<file path="config.mk">
export PLATFORM = sky130hd
export DESIGN_NAME = bip_control_fsm_flat
export DESIGN_NICKNAME = d
export VERILOG_FILES = /design/src/rtl/bip_pkg.sv /design/src/rtl/bip_control_fsm_if.sv /design/src/rtl/bip_decoder.sv /design/src/rtl/bip_control_fsm.sv /design/src/flat_wrapper.sv
export SDC_FILE = /design/constraint.sdc
export NUM_CORES = 1
export LEC_CHECK = 0
export ABC_AREA = 1
export ABC_CLOCK_PERIOD_IN_PS = 1800
export BUFFER_PORTS_ARGS = -buffer_cell sky130_fd_sc_hd__buf_4
export CORE_UTILIZATION = 45
export CTS_BUF_LIST = sky130_fd_sc_hd__clkbuf_4
export DETAILED_ROUTE_END_ITERATION = 8
export HOLD_SLACK_MARGIN = 0.15
export PLACE_DENSITY = 0.76
export SETUP_SLACK_MARGIN = 0.1
export SYNTH_ARGS = -nofsm -noshare
export SYNTH_HDL_FRONTEND = slang
export SYNTH_SLANG_ARGS = --single-unit
</file>
<file path="constraint.sdc">
create_clock -name i_clk -period 1.8 [get_ports i_clk]
set_input_delay 0.18 -clock i_clk [delete_from_list [all_inputs] [get_ports i_clk]]
set_output_delay 0.18 -clock i_clk [all_outputs]
set_load 0.01 [all_outputs]
</file>
<file path="src/rtl/bip_pkg.sv">
// Shared definitions for the BIP control FSM.
// Contents: opcode constants, accumulator-source encodings, FSM state enum,
// PC-update kinds, and the packed control word produced by the decoder.
package bip_pkg;

  localparam logic [4:0] OP_HLT  = 5'b00000;
  localparam logic [4:0] OP_STO  = 5'b00001;
  localparam logic [4:0] OP_LD   = 5'b00010;
  localparam logic [4:0] OP_LDI  = 5'b00011;
  localparam logic [4:0] OP_ADD  = 5'b00100;
  localparam logic [4:0] OP_ADDI = 5'b00101;
  localparam logic [4:0] OP_SUB  = 5'b00110;
  localparam logic [4:0] OP_SUBI = 5'b00111;
  localparam logic [4:0] OP_BEQ  = 5'b01000;
  localparam logic [4:0] OP_BNE  = 5'b01001;
  localparam logic [4:0] OP_JMP  = 5'b01010;

  localparam logic [1:0] SEL_A_RAM     = 2'b00;
  localparam logic [1:0] SEL_A_OPERAND = 2'b01;
  localparam logic [1:0] SEL_A_ALU     = 2'b10;

  typedef enum logic [1:0] {
    ST_FETCH = 2'd0,
    ST_EXEC  = 2'd1,
    ST_HALT  = 2'd2
  } state_t;

  typedef enum logic [1:0] {
    PC_INC = 2'd0,
    PC_JMP = 2'd1,
    PC_BEQ = 2'd2,
    PC_BNE = 2'd3
  } pc_kind_t;

  typedef struct packed {
    logic [1:0] sel_a;
    logic       sel_b;
    logic       write_acc;
    logic       operacion;
    logic       write_ram;
    logic       read_ram;
    pc_kind_t   pc_kind;
    logic       halt;
    logic       illegal;
  } ctrl_t;

  // All-zero word: no strobes, selects at 0, PC_INC, no halt.
  localparam ctrl_t CTRL_NOP = '0;

endpackage

</file>
<file path="src/rtl/bip_control_fsm_if.sv">
// Bus between the BIP controller and its program memory / datapath.
// master: controller side (reads instruction and flags, drives strobes/PC).
// slave : memory/datapath side (the opposite directions).
interface bip_control_fsm_if #(
  parameter int WORD_W   = 16,
  parameter int OPCODE_W = 5,
  parameter int ADDR_W   = WORD_W - OPCODE_W
);
  logic [WORD_W-1:0] i_instruction;
  logic              i_instr_valid;
  logic              i_acc_zero;
  logic [ADDR_W-1:0] o_operand;
  logic [1:0]        o_sel_a;
  logic              o_sel_b;
  logic              o_write_acc;
  logic              o_operacion;
  logic              o_write_ram;
  logic              o_read_ram;
  logic [ADDR_W-1:0] o_addr;
  logic              o_halted;
  logic              o_illegal;
  logic [31:0]       o_cycle_count;

  modport master (
    input  i_instruction, i_instr_valid, i_acc_zero,
    output o_operand, o_sel_a, o_sel_b, o_write_acc, o_operacion,
           o_write_ram, o_read_ram, o_addr, o_halted, o_illegal, o_cycle_count
  );

  modport slave (
    output i_instruction, i_instr_valid, i_acc_zero,
    input  o_operand, o_sel_a, o_sel_b, o_write_acc, o_operacion,
           o_write_ram, o_read_ram, o_addr, o_halted, o_illegal, o_cycle_count
  );
endinterface

</file>
<file path="src/rtl/bip_decoder.sv">
// Combinational opcode decode into a control word.
// Ports: opcode (in, OPCODE_W) -> ctrl (out, ctrl_t).
// Any opcode above JMP is flagged illegal with every strobe at 0.
module bip_decoder
  import bip_pkg::*;
#(
  parameter int OPCODE_W = 5
) (
  input  logic [OPCODE_W-1:0] opcode,
  output ctrl_t               ctrl
);

  always_comb begin
    ctrl = CTRL_NOP;
    case (32'(opcode))
      32'(OP_HLT):  ctrl.halt = 1'b1;
      32'(OP_STO):  ctrl.write_ram = 1'b1;
      32'(OP_LD): begin
        ctrl.read_ram  = 1'b1;
        ctrl.sel_a     = SEL_A_RAM;
        ctrl.write_acc = 1'b1;
      end
      32'(OP_LDI): begin
        ctrl.sel_a     = SEL_A_OPERAND;
        ctrl.write_acc = 1'b1;
      end
      32'(OP_ADD), 32'(OP_SUB): begin
        ctrl.read_ram  = 1'b1;
        ctrl.sel_b     = 1'b0;
        ctrl.operacion = (32'(opcode) == 32'(OP_ADD));
        ctrl.sel_a     = SEL_A_ALU;
        ctrl.write_acc = 1'b1;
      end
      32'(OP_ADDI), 32'(OP_SUBI): begin
        ctrl.sel_b     = 1'b1;
        ctrl.operacion = (32'(opcode) == 32'(OP_ADDI));
        ctrl.sel_a     = SEL_A_ALU;
        ctrl.write_acc = 1'b1;
      end
      32'(OP_BEQ):  ctrl.pc_kind = PC_BEQ;
      32'(OP_BNE):  ctrl.pc_kind = PC_BNE;
      32'(OP_JMP):  ctrl.pc_kind = PC_JMP;
      default:      ctrl.illegal = 1'b1;
    endcase
  end

endmodule

</file>
<file path="src/rtl/bip_control_fsm.sv">
// BIP processor control unit: fetches from program memory, issues one
// cycle of datapath strobes per instruction, and sequences the PC.
// Ports: i_clk, i_reset (sync, active-high), bus (master modport):
//   in : i_instruction, i_instr_valid, i_acc_zero
//   out: o_operand, o_sel_a, o_sel_b, o_write_acc, o_operacion,
//        o_write_ram, o_read_ram, o_addr (PC), o_halted, o_illegal,
//        o_cycle_count
//
// state    | meaning
// ST_FETCH | PC on o_addr, strobes 0, wait for i_instr_valid
// ST_EXEC  | one cycle of decoded strobes, PC updated at its end
// ST_HALT  | terminal until reset, strobes 0, PC and count frozen
module bip_control_fsm
  import bip_pkg::*;
#(
  parameter int WORD_W   = 16,
  parameter int OPCODE_W = 5,
  parameter int ADDR_W   = WORD_W - OPCODE_W
) (
  input logic             i_clk,
  input logic             i_reset,
  bip_control_fsm_if.master bus
);

  state_t            state;
  logic [ADDR_W-1:0] pc;
  logic [ADDR_W-1:0] ir_operand;
  ctrl_t             ctrl_q;
  ctrl_t             dec;
  logic              halted;
  logic              illegal;
  logic [31:0]       cycle_count;
  logic [ADDR_W-1:0] pc_inc;
  logic [ADDR_W-1:0] next_pc;

  // Decoding the incoming word during FETCH and registering the result means
  // the EXEC-cycle strobes come straight from flops and match the latched IR.
  bip_decoder #(.OPCODE_W(OPCODE_W)) u_decoder (
    .opcode (bus.i_instruction[WORD_W-1 -: OPCODE_W]),
    .ctrl   (dec)
  );

  always_comb begin
    pc_inc  = pc + ADDR_W'(1);
    next_pc = pc_inc;
    case (ctrl_q.pc_kind)
      PC_JMP:  next_pc = ir_operand;
      PC_BEQ:  if (bus.i_acc_zero)  next_pc = ir_operand;
      PC_BNE:  if (!bus.i_acc_zero) next_pc = ir_operand;
      default: next_pc = pc_inc;
    endcase
  end

  always_ff @(posedge i_clk) begin
    if (i_reset) begin
      state       <= ST_FETCH;
      pc          <= '0;
      ir_operand  <= '0;
      ctrl_q      <= CTRL_NOP;
      halted      <= 1'b0;
      illegal     <= 1'b0;
      cycle_count <= '0;
    end else begin
      if (state != ST_HALT && cycle_count != 32'hFFFF_FFFF)
        cycle_count <= cycle_count + 32'd1;
      case (state)
        ST_FETCH: begin
          if (bus.i_instr_valid) begin
            ir_operand <= bus.i_instruction[ADDR_W-1:0];
            ctrl_q     <= dec;
            state      <= ST_EXEC;
          end
        end
        ST_EXEC: begin
          ctrl_q <= CTRL_NOP;
          if (ctrl_q.halt || ctrl_q.illegal) begin
            // PC is left on the halting instruction's address.
            state   <= ST_HALT;
            halted  <= 1'b1;
            illegal <= ctrl_q.illegal;
          end else begin
            state <= ST_FETCH;
            pc    <= next_pc;
          end
        end
        ST_HALT: state <= ST_HALT;
        default: state <= ST_FETCH;
      endcase
    end
  end

  assign bus.o_operand     = ir_operand;
  assign bus.o_sel_a       = ctrl_q.sel_a;
  assign bus.o_sel_b       = ctrl_q.sel_b;
  assign bus.o_write_acc   = ctrl_q.write_acc;
  assign bus.o_operacion   = ctrl_q.operacion;
  assign bus.o_write_ram   = ctrl_q.write_ram;
  assign bus.o_read_ram    = ctrl_q.read_ram;
  assign bus.o_addr        = pc;
  assign bus.o_halted      = halted;
  assign bus.o_illegal     = illegal;
  assign bus.o_cycle_count = cycle_count;

endmodule

</file>
<file path="src/flat_wrapper.sv">
// flat-port wrapper written by rule: the top's interface ports become plain ports
module bip_control_fsm_flat import bip_pkg::*;
#(
  parameter int WORD_W   = 16,
  parameter int OPCODE_W = 5,
  parameter int ADDR_W   = WORD_W - OPCODE_W
)
  (i_clk, i_reset, bus_i_instruction, bus_i_instr_valid, bus_i_acc_zero, bus_o_operand, bus_o_sel_a, bus_o_sel_b, bus_o_write_acc, bus_o_operacion, bus_o_write_ram, bus_o_read_ram, bus_o_addr, bus_o_halted, bus_o_illegal, bus_o_cycle_count);
  bip_control_fsm_if #(.WORD_W(WORD_W), .OPCODE_W(OPCODE_W), .ADDR_W(ADDR_W)) bus_i ();
  input logic i_clk;
  input logic i_reset;
  input wire logic [$bits(bus_i.i_instruction)-1:0] bus_i_instruction;
  input wire logic [$bits(bus_i.i_instr_valid)-1:0] bus_i_instr_valid;
  input wire logic [$bits(bus_i.i_acc_zero)-1:0] bus_i_acc_zero;
  output wire logic [$bits(bus_i.o_operand)-1:0] bus_o_operand;
  output wire logic [$bits(bus_i.o_sel_a)-1:0] bus_o_sel_a;
  output wire logic [$bits(bus_i.o_sel_b)-1:0] bus_o_sel_b;
  output wire logic [$bits(bus_i.o_write_acc)-1:0] bus_o_write_acc;
  output wire logic [$bits(bus_i.o_operacion)-1:0] bus_o_operacion;
  output wire logic [$bits(bus_i.o_write_ram)-1:0] bus_o_write_ram;
  output wire logic [$bits(bus_i.o_read_ram)-1:0] bus_o_read_ram;
  output wire logic [$bits(bus_i.o_addr)-1:0] bus_o_addr;
  output wire logic [$bits(bus_i.o_halted)-1:0] bus_o_halted;
  output wire logic [$bits(bus_i.o_illegal)-1:0] bus_o_illegal;
  output wire logic [$bits(bus_i.o_cycle_count)-1:0] bus_o_cycle_count;
  assign bus_i.i_instruction = bus_i_instruction;
  assign bus_i.i_instr_valid = bus_i_instr_valid;
  assign bus_i.i_acc_zero = bus_i_acc_zero;
  assign bus_o_operand = bus_i.o_operand;
  assign bus_o_sel_a = bus_i.o_sel_a;
  assign bus_o_sel_b = bus_i.o_sel_b;
  assign bus_o_write_acc = bus_i.o_write_acc;
  assign bus_o_operacion = bus_i.o_operacion;
  assign bus_o_write_ram = bus_i.o_write_ram;
  assign bus_o_read_ram = bus_i.o_read_ram;
  assign bus_o_addr = bus_i.o_addr;
  assign bus_o_halted = bus_i.o_halted;
  assign bus_o_illegal = bus_i.o_illegal;
  assign bus_o_cycle_count = bus_i.o_cycle_count;
  bip_control_fsm #(.WORD_W(WORD_W), .OPCODE_W(OPCODE_W), .ADDR_W(ADDR_W)) u_core (.i_clk(i_clk), .i_reset(i_reset), .bus(bus_i));
endmodule
</file>
==> results.cfg <==
[sta]
skew_ps = 9.889
rsz0062_at_grt = true
min_period_ps = 1619
clock.fmax_mhz = 617.8
finalSetupViolCount = 0
hold_viol = 0
timing.final.crit_share_pct = 89.93
setup_tns_ps = 0
tightest_slew_ps = 395.4
finalMaxSlewViolations = 0
slew_headroom_pct = 73.61

[synthesis]
synth-seq-cells = 69
synth_fa_ha_area_share_pct = 0.6570
avgSynthCellArea_um2 = 6.380
synthMuxAreaShare_pct = 0
synth-xor-area-share_pct = 3.219
async_flop_share_pct = 0
yosys_warnings = 0
synth-compound-area-share_pct = 13.80
syn-instance-count = 597
synth-seq-area-share_pct = 36.27
ys.flop_type = dfxtp_1
synth_top_family_by_area = simple AND/OR/NAND/NOR gates
synth.cell_area_um2 = 3809
synthSimpleGateAreaFrac_pct = 36.89
syn_nets = 619
synth_edf_count = 0
synth_cell_types = 31

[power]
finalPower_mw = 3.177
powerDensity_nw_per_um2 = 617.6
leakage_nw = 2.126
ir_worst_vdd_mv = 0.3278

[floorplanning]
coreArea_um2 = 8217
num_rows = 33
dieWidth_um = 94
dieHeight_um = 94
die-area_um2 = 8836
ios = 83
start_util_pct = 46.35

[setup_path]
crit_path_start_kind = register
critPathMaxStageDelay_ps = 440
worstSetupStartpoint = u_core.bus.o_cycle_count[8]$_SDFFE_PP0P_
reg2reg_slack_ps = 180
crit_top_cell = nand2_1
r2r_cells = 9
cp-end-kind = register
cp_slowest_cell = dfxtp_1
arrival_ps = 1930
crit_fanout = 5
worstPathCellList = nand2_1 > nor2_1 > nand2_1 > nor2_1 > nand2_1 > nand2_1 > nand2_1 > nand2_1 > a21oi_2
worstPathRequired_ps = 2110
r2r_start = u_core.bus.o_cycle_count[8]$_SDFFE_PP0P_
path_class = register to register
r2r-end = u_core.bus.o_cycle_count[27]$_SDFFE_PP0P_

[clock_network]
cts_buffers = 9
clock_latency_ps = 420
path_clk_slew_ps = 120
cts_tree = yes
ctsRootBufferMaster = clkbuf_4
clock-sinks = 69
htreeDepth = 3
clockBufferDepth = 2

[routing]
routed_via_density = 5.162
vias = 4305
drt_iter0_drc = 221
ant_nets = 0
drc = 0
drt-total-wl_mm = 10.92
drt_first_pass_iters = 5
wl_per_cell_um = 13.09

[min_path]
holdPathStages = 3
min_to = u_core.state[0]$_SDFFE_PP0P_
hold_start = bus_i_instr_valid
hold_path_class = input port to register

[global_route]
grt_pass1_vias = 3926
antenna_found_initial = 0
grt_pass1_wl_mm = 17.43
grt_overflow = 0
grt_usage_pct = 25.34
grt_max_degree = 30

[final_layout]
syn2layout_area_growth_pct = 35.05
num-nets-final = 746
drive_gt1_share_pct = 23.59
final_util_pct = 62.60
antennaDiodeCount = 0
nFillCells = 726
multiInputGateArea_um2 = 2118
final_cell_count_no_fill = 834
final-seq-area_um2 = 1393

[status]
outcome = complete, no violations

[place]
dp.cells = 798
port_buffers = 82
dpl.hpwl_mm = 7.752
place.gp.congestion = 0.9593

[run]
maxCapViolations = 0
[worst max path at each step]
stage | endpoint | slack [ps] | cells after the start
3_3_place_gp | u_core.bus.o_cycle_count[27]$_SDFFE_PP0P_ | 130 | 10
2_1_floorplan | u_core.bus.o_cycle_count[0]$_SDFFE_PP0P_ | 110 | 12
3_5_place_dp | u_core.bus.o_cycle_count[16]$_SDFFE_PP0P_ | 60 | 10
6_report | u_core.bus.o_cycle_count[27]$_SDFFE_PP0P_ | 180 | 9
4_1_cts | u_core.bus.o_addr[10]$_SDFFE_PP0P_ | 120 | 7
5_1_grt | u_core.bus.o_cycle_count[31]$_SDFFE_PP0P_ | 70 | 9
[what timing repair did]
action,in CTS,in global routing
pin swaps,0,1
endpoints found under the hold margin,29,0
hold buffers,18,0
cloned,0,1
endpoints found under the setup margin,28,28
gates resized for setup,4,15
setup buffers,0,1
[report_power, final]
group / internal (mW) / total [mW] / switching [mW]
clock network: 0.579 / 1.17 / 0.594
logic: 0.181 / 0.379 / 0.197
registers: 1.58 / 1.62 / 0.0481
total: 2.34 / 3.18 / 0.839
[area by class of cell]
class / instances / area share, %
Multi-Input combinational cell: 450 / 41.18
Sequential cell: 69 / 27.07
Timing Repair Buffer: 137 / 21.77
Inverter: 57 / 4.257
Tap cell: 105 / 2.554
Clock inverter: 6 / 1.703
Clock buffer: 10 / 1.459
[sequential cells by signal, indices dropped and copies added (netlist names)]
| register | cells |
|---|---|
| u_core.state | 2 |
| u_core.bus.o_addr | 11 |
| u_core.bus.o_write_acc | 1 |
| u_core.bus.o_operand | 11 |
| u_core.bus.o_write_ram | 1 |
| u_core.bus.o_illegal | 1 |
| u_core.ctrl_q | 4 |
| u_core.bus.o_sel_b | 1 |
| u_core.bus.o_halted | 1 |
| u_core.bus.o_read_ram | 1 |
| u_core.bus.o_sel_a | 2 |
| u_core.bus.o_operacion | 1 |
| u_core.bus.o_cycle_count | 32 |
[cell usage after synthesis (2+ instances only)]
cell	instances	area, um^2
a21oi_1	36	180.2
a21oi_2	10	87.58
buf_1	2	7.510
buf_2	2	10.01
buf_4	3	22.52
buf_6	2	22.52
clkbuf_1	10	37.54
dfxtp_1	69	1381
ha_1	2	25.02
inv_1	55	206.5
inv_2	2	7.510
nand2_1	190	713.2
nand2_2	5	31.28
nand2_4	3	33.78
nand3_1	36	180.2
nand3b_1	2	15.01
nand4_1	5	31.28
nor2_1	92	345.3
nor2_4	2	22.52
nor3_1	2	10.01
o21ai_0	37	185.2
o22ai_1	9	56.30
xnor2_1	7	61.31
xor2_1	7	61.31
[placed cells by master (no fill, tap or decap), types with 4 or more instances in the layout]
| master | synthesis | final |
|---|---|---|
| nand2_1 | 190 | 190 |
| buf_4 | 3 | 115 |
| nor2_1 | 92 | 89 |
| dfxtp_1 | 69 | 62 |
| inv_1 | 55 | 55 |
| o21ai_0 | 37 | 37 |
| nand3_1 | 36 | 36 |
| a21oi_1 | 36 | 36 |
| dlygate4sd3_1 | 0 | 18 |
| a21oi_2 | 10 | 10 |
| clkbuf_4 | 0 | 10 |
| o22ai_1 | 9 | 9 |
| xor2_1 | 7 | 7 |
| xnor2_1 | 7 | 7 |
| dfxtp_2 | 0 | 6 |
| nand4_1 | 5 | 5 |
| nand2_2 | 5 | 5 |
| nor2_2 | 1 | 4 |
[logic make-up after synthesis]
group / after synthesis
and+or+nand+nor: 340
AOI/OAI and AO/OA: 94
buffers and inverters: 78
DFF: 69
xor gates and xnor gates: 14
adders and majority gates: 2
[metrics by stage]
stage / instance area (um^2) / hold slack, ps / worst slack [ps]
floorplan: 3822 / 285.2 / 112.1
global placement: 4710 / 422.8 / 128.6
detailed placement: 4710 / 436.2 / 59.45
CTS: 5065 / 155.0 / 118.8
global route: 5144 / 192.0 / 71.24
finish: 5144 / 182.0 / 181.3
[worst max-delay path, delay by kind of cell, from the launching register on]
kind             cells  cell delay (ps)
AO/OA/AOI/OAI        1               50
AND/OR/NAND/NOR      8             1030
flip-flops           1              440
[layer usage]
| metal | up-vias | routed length (um) | GRT usage, % |
|---|---|---|---|
| li1 | 2152 | - | - |
| met2 | 170 | 5281 | 43.98 |
| met5 | - | 0 | 0 |
| met4 | 0 | 345 | 12.31 |
| met1 | 1954 | 4559 | 29.82 |
| met3 | 29 | 729 | 4.693 |
No activity file was read; power rests on OpenSTA's default activity.
